`src/rtl/cd_pkg.sv`:
```
// cd_pkg: constants and shared types for the CDBUS TX RAM reader.
// Latency: n/a (declarations only).
// Backpressure: n/a.
// Frame layout in RAM: src, dst, len, then len payload bytes.
package cd_pkg;

  localparam int CD_HDR_LEN = 3;    // src + dst + len
  localparam int CD_LEN_OFS = 2;    // position of the len byte in the frame
  localparam int CD_MAX_LEN = 253;  // largest legal len byte

  typedef enum logic [1:0] {
    RD_IDLE  = 2'd0,
    RD_FETCH = 2'd1,
    RD_DRAIN = 2'd2
  } cd_rd_state_e;

endpackage

```
`src/rtl/cd_skid2.sv`:
```
// cd_skid2: two-entry byte FIFO that decouples the SRAM read pipe from the serializer.
// Latency: a push is visible at the head on the following clock.
// Backpressure: the caller keeps occupancy <= 2; a push into a full FIFO is only taken together with a pop.
// Ports: push/push_dat write side, pop read side, head_dat/head_vld current head, count = entries held,
//        flush empties the FIFO on the next edge (stored bytes are discarded, not cleared).
module cd_skid2 #(
  parameter int W = 8
) (
  input  logic         clk,
  input  logic         reset_n,
  input  logic         flush,
  input  logic         push,
  input  logic [W-1:0] push_dat,
  input  logic         pop,
  output logic [W-1:0] head_dat,
  output logic         head_vld,
  output logic [1:0]   count
);

  logic [W-1:0] mem_q [2];
  logic         wr_q;
  logic         rd_q;
  logic [1:0]   cnt_q;
  logic         do_push;
  logic         do_pop;

  assign do_pop  = pop && (cnt_q != 2'd0);
  assign do_push = push && ((cnt_q != 2'd2) || do_pop);

  always_ff @(posedge clk or negedge reset_n) begin
    if (!reset_n) begin
      mem_q[0] <= '0;
      mem_q[1] <= '0;
      wr_q     <= 1'b0;
      rd_q     <= 1'b0;
      cnt_q    <= 2'd0;
    end else if (flush) begin
      wr_q  <= 1'b0;
      rd_q  <= 1'b0;
      cnt_q <= 2'd0;
    end else begin
      if (do_push) begin
        mem_q[wr_q] <= push_dat;
        wr_q        <= ~wr_q;
      end
      if (do_pop) begin
        rd_q <= ~rd_q;
      end
      case ({do_push, do_pop})
        2'b10:   cnt_q <= cnt_q + 2'd1;
        2'b01:   cnt_q <= cnt_q - 2'd1;
        default: cnt_q <= cnt_q;
      endcase
    end
  end

  assign head_dat = mem_q[rd_q];
  assign head_vld = (cnt_q != 2'd0);
  assign count    = cnt_q;

endmodule

```
`src/rtl/cd_tx_ram_reader.sv`:
```
// cd_tx_ram_reader: streams one stored CDBUS frame (src, dst, len, payload) from the TX SRAM to the serializer.
// Latency: first out_valid two edges after the edge that takes start, then one byte per clock while out_ready is high.
// Backpressure: bytes held + read in flight never exceed two; ram_re stays low until a pop frees room.
// Ports: start/start_addr/abort control; busy, done, len_err status; ram_ra/ram_re/ram_rd SRAM read port
//        (data one clock after re); out_data/out_valid/out_ready byte stream to cd_tx_ser.
module cd_tx_ram_reader
  import cd_pkg::*;
#(
  parameter int A_WIDTH = 8,
  parameter int MAX_LEN = CD_MAX_LEN
) (
  input  logic               clk,
  input  logic               reset_n,
  input  logic               start,
  input  logic [A_WIDTH-1:0] start_addr,
  input  logic               abort,
  output logic               busy,
  output logic               done,
  output logic               len_err,
  output logic [A_WIDTH-1:0] ram_ra,
  output logic               ram_re,
  input  logic [7:0]         ram_rd,
  output logic [7:0]         out_data,
  output logic               out_valid,
  input  logic               out_ready
);

  localparam int CW = A_WIDTH + 1;

  cd_rd_state_e       state_q, state_d;
  logic [A_WIDTH-1:0] ptr_q;
  logic [CW-1:0]      issued_q;
  logic [CW-1:0]      sent_q;
  logic [CW-1:0]      total_q;
  logic               inflight_q;
  logic [1:0]         hdr_cnt_q;   // bytes written to the buffer so far, saturating at 3
  logic               done_q;
  logic               done_d;

  logic [1:0]         buf_cnt;
  logic               buf_vld;
  logic [7:0]         buf_dat;

  logic               accept;
  logic               pop;
  logic               push;
  logic               cap;
  logic [7:0]         len_clamped;
  logic [CW-1:0]      total_cap;
  logic [CW-1:0]      total_eff;
  logic [2:0]         occ;
  logic               room;
  logic               last_pop;

  assign accept = (state_q == RD_IDLE) && start && !abort;
  assign pop    = buf_vld && out_ready;
  assign push   = inflight_q;

  // The len byte is the third byte to land in the buffer.
  assign cap         = push && (hdr_cnt_q == 2'(CD_LEN_OFS));
  assign len_clamped = (ram_rd > 8'(MAX_LEN)) ? 8'(MAX_LEN) : ram_rd;
  assign total_cap   = CW'(CD_HDR_LEN) + CW'(len_clamped);
  assign len_err     = cap && (ram_rd > 8'(MAX_LEN));

  // The 4th read can be issued in the very cycle len arrives, so the issue
  // limit must already use the freshly computed total (covers len = 0).
  assign total_eff = cap ? total_cap : total_q;

  // A pop this cycle frees a slot now; counting it keeps the pipe full at
  // one byte per clock while still never holding more than two bytes.
  assign occ  = {1'b0, buf_cnt} + {2'b00, inflight_q};
  assign room = occ < (3'd2 + {2'b00, pop});

  assign ram_re = (state_q == RD_FETCH) && room && (issued_q < total_eff);
  assign ram_ra = ptr_q;

  assign last_pop = pop && ((sent_q + CW'(1)) == total_q);

  always_comb begin
    state_d = state_q;
    done_d  = 1'b0;
    case (state_q)
      RD_IDLE: begin
        if (accept) state_d = RD_FETCH;
      end
      RD_FETCH: begin
        // The final byte can leave before the drain state is reached.
        if (last_pop) begin
          state_d = RD_IDLE;
          done_d  = 1'b1;
        end else if ((issued_q == total_q) && !inflight_q) begin
          state_d = RD_DRAIN;
        end
      end
      RD_DRAIN: begin
        if (last_pop) begin
          state_d = RD_IDLE;
          done_d  = 1'b1;
        end
      end
      default: state_d = RD_IDLE;
    endcase
    if (abort) begin
      state_d = RD_IDLE;
      done_d  = 1'b0;
    end
  end

  always_ff @(posedge clk or negedge reset_n) begin
    if (!reset_n) begin
      state_q    <= RD_IDLE;
      ptr_q      <= '0;
      issued_q   <= '0;
      sent_q     <= '0;
      total_q    <= '0;
      inflight_q <= 1'b0;
      hdr_cnt_q  <= 2'd0;
      done_q     <= 1'b0;
    end else begin
      state_q    <= state_d;
      done_q     <= done_d;
      inflight_q <= ram_re && !abort;
      if (accept) begin
        ptr_q     <= start_addr;
        issued_q  <= '0;
        sent_q    <= '0;
        // Provisional total until len is read: large enough to let the header through.
        total_q   <= {1'b1, {A_WIDTH{1'b0}}};
        hdr_cnt_q <= 2'd0;
      end else begin
        if (ram_re) begin
          ptr_q    <= ptr_q + A_WIDTH'(1);
          issued_q <= issued_q + CW'(1);
        end
        if (pop) begin
          sent_q <= sent_q + CW'(1);
        end
        if (cap) begin
          total_q <= total_cap;
        end
        if (push && (hdr_cnt_q != 2'd3)) begin
          hdr_cnt_q <= hdr_cnt_q + 2'd1;
        end
      end
    end
  end

  cd_skid2 #(.W(8)) u_buf (
    .clk      (clk),
    .reset_n  (reset_n),
    .flush    (abort),
    .push     (push),
    .push_dat (ram_rd),
    .pop      (pop),
    .head_dat (buf_dat),
    .head_vld (buf_vld),
    .count    (buf_cnt)
  );

  assign busy      = (state_q != RD_IDLE);
  assign done      = done_q;
  assign out_valid = buf_vld;
  assign out_data  = buf_dat;

endmodule

```
`config.mk`:
```
export PLATFORM = sky130hd
export DESIGN_NAME = cd_tx_ram_reader
export DESIGN_NICKNAME = d
export VERILOG_FILES = /design/src/rtl/cd_pkg.sv /design/src/rtl/cd_skid2.sv /design/src/rtl/cd_tx_ram_reader.sv
export SDC_FILE = /design/constraint.sdc
export NUM_CORES = 1
export LEC_CHECK = 0
export ABC_AREA = 1
export BUFFER_PORTS_ARGS = -buffer_cell sky130_fd_sc_hd__buf_2
export CAP_MARGIN = 5
export CORE_MARGIN = 2
export CORE_UTILIZATION = 40
export DETAILED_ROUTE_END_ITERATION = 8
export SYNTH_ARGS = -nofsm -noshare
export SYNTH_HDL_FRONTEND = slang
export SYNTH_SLANG_ARGS = --single-unit
```
`constraint.sdc`:
```
create_clock -name clk -period 3.1 [get_ports clk]
set_clock_uncertainty 0.05 [all_clocks]
set_input_delay 0.155 -clock clk [delete_from_list [all_inputs] [get_ports clk]]
set_output_delay 0.155 -clock clk [all_outputs]
set_load 0.03 [all_outputs]
```
==> flow_metrics.py, run 1 <==
metrics = {
    "cts": {
        "clock-sinks": 61,
        "cts.path.max_buffers": 2,
        "post_cts_buffers": 0,
        "cts_tree": "yes",
        "path_clk_slew_ps": 70,
        "root_buffer": "clkbuf_8",
        "htreeDepth": 3,
        "numCtsBuffers": 9,
        "clock_latency_ps": 340,
    },
    "drt": {
        "wl_per_cell_um": 13.3,
        "drcViolationCount": 0,
        "drt_iter0_markers": 186,
        "firstDrtPassIters": 4,
        "drt-total-wl_um": 9470,
        "final_antenna_net_count": 0,
        "viasPerCell": 4.93,
        "num_vias": 3518,
    },
    "finish": {
        "final_nets": 618,
        "final-seq-area_um2": 1530,
        "final_area_um2": 4420,
        "multiInputGateArea_um2": 2000,
        "drive_gt1_frac": 0.142,
        "area_growth_pct": 15.5,
        "fillers": 956,
        "diodes": 0,
    },
    "timing": {
        "tightest_slew_ps": 951,
        "max_freq_ghz": 0.352,
        "finalCritPeriodShare": 0.916,
        "maxSlewHeadroom": 0.366,
        "hold_violations": 0,
        "drv_slew": 0,
        "fin_worst_hold_slack_ps": 55.4,
        "fin_setup_tns_ps": 0,
        "post-route-min-period_ps": 2840,
        "setup_viol": 0,
        "rsz0062_at_grt": "no",
    },
    "synth": {
        "async_reset_ff_frac": 1.00,
        "synth_ff_type": "dfrtp_1",
        "ys_seq_elements": 61,
        "yosysTopAreaCellShare": 0.399,
        "syn_nets": 570,
        "syn_area_um2": 3820,
        "ys_seq_area_frac": 0.399,
        "synthCells": 531,
        "ys_warn_count": 0,
        "synth.distinct_cells": 34,
        "synth_area_leaders": "dfrtp_1 (40%), nand2_1 (16%), nand3_1 (6.1%)",
        "syn_area_per_cell_um2": 7.20,
        "synth_edf_count": 0,
        "yosys.area.top_type": "dfrtp_1",
    },
    "pwr": {
        "pwr_density_cell_nw_per_um2": 869,
        "p_leak_nw": 2.25,
        "ir_drop_mv": 0.401,
    },
    "critical_path": {
        "critPathRequiredTime_ps": 2890,
        "critPathMaxStageDelay_ps": 390,
        "r2r_start": "hdr_cnt_q[0]$_DFFE_PN0P_",
        "crit_chain": "inv_1 -> ha_1 -> nand2_1 -> inv_2 -> nand2_1 -> a2bb2oi_1 -> ha_1 -> a21oi_1 -> nand3b_1 -> nand4_1 -> nor2_2 -> nand2_4 -> inv_2 -> clkbuf_4",
        "endpoint_kind": "primary output",
        "worstSetupPathType": "flop to primary output",
        "cp_slowest_cell": "dfrtp_1",
        "critPathMaxFanout": 13,
        "startpoint": "hdr_cnt_q[0]$_DFFE_PN0P_",
        "start_kind": "flop",
        "crit_arrival_ps": 2630,
    },
    "grt": {
        "grt_start_max_net_pins": 42,
        "grt_overflow": 0,
        "antenna_found_initial": 0,
        "grt_usage": 0.203,
        "grt_pass1_vias": 3410,
        "grt_pass1_wl_um": 16300,
    },
    "die": {
        "start_util": 0.414,
        "num_rows": 35,
        "dieArea_um2": 10400,
        "core-area_um2": 9240,
        "die-width_um": 102,
        "pin_count": 42,
        "die_h_um": 102,
    },
    "job": {
        "drv_cap": 0,
    },
    "placement": {
        "gp_congestion": 0.896,
        "dp_hpwl_um": 7260,
        "portBuffers": 41,
        "dpl_cell_area_um2": 4180,
    },
    "worst_hold_path": {
        "min_path_type": "input port to flop",
        "min_from": "start_addr[7]",
    },
    "outcome": {
        "status": "finished, final reports clean",
    },
}
through the flow:
step	util	setup slack (ps)	power (mW)	cells
floorplan	-	464	2.59	531
global placement	0.452	478	3.00	696
detailed placement	0.452	417	3.04	696
CTS	0.478	63.8	3.86	713
global route	0.478	37.8	4.16	713
finish	0.478	261	3.84	713
critical path: cells and delay by family, from the launching register on:
| kind | cells | cell delay [ps] |
|---|---|---|
| AOI/OAI and AO/OA | 2 | 270 |
| adders and majority gates | 2 | 430 |
| buffers and inverters | 4 | 570 |
| DFF | 1 | 390 |
| and+or+nand+nor | 6 | 630 |
where the power goes:
part | internal [mW] | total [mW] | switching (mW)
Sequential | 1.05 | 1.33 | 0.279
Combinational | 0.572 | 1.69 | 1.12
Clock | 0.498 | 0.818 | 0.320
Total | 2.12 | 3.84 | 1.72
synth_stat cells, drive strengths merged, types with 2 or more instances:
master / instances
nand2: 169
buf: 3
clkbuf: 7
a21oi: 10
xnor2: 4
clkinv: 2
xor2: 9
dfrtp: 61
a31oi: 3
o22ai: 4
nor3: 9
nor2: 50
nand4: 8
nand3: 47
o21ai: 55
ha: 18
nand3b: 2
inv: 64
sequential cells by signal, indices dropped and copies added, names as in the netlist:
| register | flops |
|---|---|
| sent_q | 9 |
| hdr_cnt_q | 2 |
| inflight_q | 1 |
| u_buf.rd_q | 1 |
| done | 1 |
| ram_ra | 8 |
| u_buf.count | 2 |
| u_buf.mem_q | 16 |
| state_q | 2 |
| issued_q | 9 |
| u_buf.wr_q | 1 |
| total_q | 9 |
logic make-up after synthesis:
kind of cell	after synthesis	share of synthesized area
xor gates and xnor gates	13	0.0298
and+or+nand+nor	287	0.322
adders and majority gates	18	0.0589
DFF	61	0.399
AOI/OAI and AO/OA	76	0.111
buffers and inverters	76	0.0798
layer usage:
metal  share of wire  wire (um)  global-route usage
met1            0.49       4610               0.274
met2            0.47       4410               0.332
met3           0.037        347              0.0400
met4           0.012        110              0.0572
met5               0          0                   0
layout by cell type, fill, tap and decap left out, types with 3 or more instances in the layout:
cell type and n:
dfrtp_1 61, clkbuf_8 11, ha_1 18, xnor2_1 4
nand2_1 166, nand4_1 8, o21ai_2 6, nor3_1 7
buf_2 40, a21oi_1 10, xor2_1 9, nand3_1 47
nor2_1 43, buf_4 5, o22ai_1 4, inv_2 4
inv_1 60, nor2_2 6, a31oi_1 3, o21ai_0 47
timing repair:
item / 4_1_cts / 5_1_grt
hold buffers: 1 / 0
gates resized for setup: 0 / 3
hold endpoints to repair: 39 / 0
setup endpoints to repair: 0 / 1
layout make-up:
cell class                 count  share of cell area
multi-input combinational    394               0.453
sequential                    61               0.346
timing repair buffer          47              0.0578
clock buffer                  13              0.0360
tap                          129              0.0365
inverter                      66              0.0561
clock inverter                 3              0.0153
path summary, 6_finish.rpt:
| check | endpoint | slack [ps] | cells after the start |
|---|---|---|---|
| worst max-delay path | ram_re | 260 | 14 |
| worst min-delay path | ram_ra[7]$_DFFE_PN0P_ | 60 | 5 |
| worst max register to register | issued_q[5]$_DFFE_PN0P_ | 580 | 14 |
| worst min register to register | u_buf.mem_q[0]$_DFFE_PN0P_ | 440 | 2 |
| max in group asynchronous | sent_q[2]$_DFFE_PN0P_ | 1810 | 3 |
| min in group asynchronous | u_buf.rd_q$_DFFE_PN0P_ | 460 | 2 |
Power figures use the tool's default switching activity.
==> run 2, diff against run 1 <==
--- a/config.mk
+++ b/config.mk
@@ -5,7 +5,6 @@
 export SDC_FILE = /design/constraint.sdc
 export NUM_CORES = 1
 export LEC_CHECK = 0
-export ABC_AREA = 1
 export BUFFER_PORTS_ARGS = -buffer_cell sky130_fd_sc_hd__buf_2
 export CAP_MARGIN = 5
 export CORE_MARGIN = 2
==> flow_metrics.py, run 2 <==
metrics = {
    "critical_path": {
        "crit_arrival_ps": 3170,
        "start_kind": "flop",
        "endpoint_kind": "flop",
        "critPathMaxFanout": 12,
        "worstSetupPathType": "flop to flop",
        "r2r_cells": 12,
        "cp_slowest_cell": "or4_4",
        "crit_chain": "inv_2 -> ha_4 -> nand2_8 -> nor3_2 -> a21oi_1 -> ha_1 -> a21oi_1 -> o21a_1 -> o211ai_1 -> or4_4 -> or3_1 -> a21oi_1",
        "critPathMaxStageDelay_ps": 570,
        "critPathRequiredTime_ps": 3300,
        "cp_common_cell": "a21oi_1",
    },
    "synth": {
        "ys_seq_area_frac": 0.411,
        "yosys.area.top_type": "dfrtp_1",
        "synth_most_common_cell": "dfrtp_1",
        "ys_seq_elements": 61,
        "synth.distinct_cells": 49,
        "synth_ff_type": "dfrtp_1",
        "syn_area_um2": 3710,
        "syn_area_per_cell_um2": 9.64,
        "netlist_top_cells_count": "dfrtp_1 (61), nor2_1 (41), xnor2_1 (29)",
        "synth_area_leaders": "dfrtp_1 (41%), xnor2_1 (6.8%), mux2_2 (6.7%)",
        "synthCells": 385,
        "syn_nets": 424,
        "ys_warn_count": 0,
        "yosysTopAreaCellShare": 0.411,
        "async_reset_ff_frac": 1.00,
        "synth_edf_count": 0,
    },
    "finish": {
        "largest_register_ffs": 16,
        "instances_no_fill": 565,
        "top_register": "u_buf.mem_q",
        "area_growth_pct": 21.6,
        "drive_gt1_frac": 0.258,
        "fillers": 850,
        "final_cell_mix": "dfrtp_1 (61), nor2_1 (41), buf_2 (40)",
        "final_nets": 488,
        "layout_commonest_cell": "dfrtp_1",
        "post-route-util": 0.495,
        "diodes": 0,
    },
    "pwr": {
        "total_power_mw": 3.40,
        "ir_drop_mv": 0.529,
        "pwr_density_cell_nw_per_um2": 754,
        "p_leak_nw": 2.06,
    },
    "grt": {
        "grt_overflow": 0,
        "grt_start_max_net_pins": 62,
        "grt_pass1_wl_um": 14500,
        "grt_pass1_vias": 3021,
        "grt_usage": 0.181,
        "antenna_found_initial": 0,
    },
    "drt": {
        "final_antenna_net_count": 0,
        "wl_per_cell_um": 15.5,
        "drcViolationCount": 0,
        "firstDrtPassIters": 5,
        "drt-total-wl_um": 8730,
        "drt_iter0_markers": 125,
        "viasPerCell": 5.37,
        "num_vias": 3032,
    },
    "placement": {
        "placed_cells": 534,
        "gp_congestion": 0.835,
        "dp_hpwl_um": 6140,
        "portBuffers": 41,
    },
    "timing": {
        "max_freq_ghz": 0.337,
        "drv_slew": 0,
        "post-route-min-period_ps": 2970,
        "maxSlewHeadroom": 0.237,
        "finalCritPeriodShare": 0.957,
        "tightest_slew_ps": 1140,
        "setup_viol": 0,
        "hold_violations": 0,
    },
    "cts": {
        "cts.path.max_buffers": 2,
        "clock_latency_ps": 340,
        "numCtsBuffers": 9,
        "root_buffer": "clkbuf_8",
        "htreeDepth": 3,
        "clock-sinks": 61,
        "cts_tree": "yes",
        "path_clk_slew_ps": 70,
    },
    "die": {
        "core-area_um2": 9110,
        "pin_count": 42,
        "die-width_um": 100,
        "dieArea_um2": 10100,
        "num_rows": 35,
        "die_h_um": 100,
        "start_util": 0.407,
    },
    "worst_hold_path": {
        "whs_path_depth": 3,
        "min_path_type": "input port to flop",
    },
    "outcome": {
        "status": "finished, final reports clean",
    },
    "job": {
        "drv_cap": 0,
    },
}
==> run 2: metal layers <==
| layer | GRT usage | vias to the layer above | share of wire |
|---|---|---|---|
| li1 | - | 1491 | - |
| met1 | 0.243 | 1485 | 0.46 |
| met2 | 0.294 | 48 | 0.50 |
| met3 | 0.0320 | 8 | 0.031 |
| met4 | 0.0664 | 0 | 0.0092 |
| met5 | 0 | - | 0 |
==> run 2: metrics by stage <==
stage	hold slack, ps	setup slack (ps)	setup TNS (ps)	area [um2]
floorplan	-191	6.37	0	3710
global placement	306	75.5	0	4090
detailed placement	315	1.89	0	4090
CTS	7.52	8.65	0	4410
global route	26.7	-10.6	-10.6	4510
finish	18.4	134	0	4510
==> run 2: worst paths after layout <==
check | to | startpoint | slack, ps
setup / recovery | issued_q[8]$_DFFE_PN0P_ | hdr_cnt_q[0]$_DFFE_PN0P_ | 130
max in group asynchronous | u_buf.mem_q[0]$_DFFE_PN0P_ | reset_n | 1990
hold / removal | ram_ra[7]$_DFFE_PN0P_ | start_addr[7] | 20
min in group asynchronous | u_buf.mem_q[11]$_DFFE_PN0P_ | reset_n | 450
setup reg to reg | issued_q[8]$_DFFE_PN0P_ | hdr_cnt_q[0]$_DFFE_PN0P_ | 130
hold reg to reg | u_buf.mem_q[1]$_DFFE_PN0P_ | u_buf.mem_q[1]$_DFFE_PN0P_ | 440
==> run 2: cell type report <==
cell class | count | area (um2) | share of cell area
sequential | 61 | 1530 | 0.338
multi-input combinational | 296 | 2150 | 0.477
inverter | 12 | 45.0 | 0.00998
clock inverter | 5 | 75.1 | 0.0166
clock buffer | 11 | 131 | 0.0291
tap | 111 | 139 | 0.0308
timing repair buffer | 69 | 444 | 0.0984
==> run 2: report_power, final <==
group          switching (mW)  internal, mW
Combinational           0.813         0.606
Clock                   0.317         0.449
Sequential              0.218         0.997
Total                    1.35          2.05
==> run 2: repair_timing <==
item | CTS | global route
resized for setup | 6 | 13
hold buffers | 6 | 0
hold endpoints to repair | 66 | 0
buffers inserted | 3 | 7
endpoints found under the setup margin | 2 | 13
pin swaps | 1 | 4
==> run 2: worst max-delay path, delay by kind of cell (launching register included) <==
family	cells	cell delay, ps
flops	1	400
simple gates	4	1220
fa+ha+maj	2	470
compound gates	5	640
buf+inv	1	90
==> run 2: cell families (layout without fill, tap and decap cells) <==
family	Yosys count	count (layout)	share of synthesized area
buffers and inverters	28	97	0.0290
adder cells (fa/ha/maj)	18	18	0.0607
AND/OR/NAND/NOR	134	134	0.182
AO/OA/AOI/OAI	67	67	0.118
XOR/XNOR	49	49	0.116
flip-flops	61	61	0.411
multiplexers	28	28	0.0829
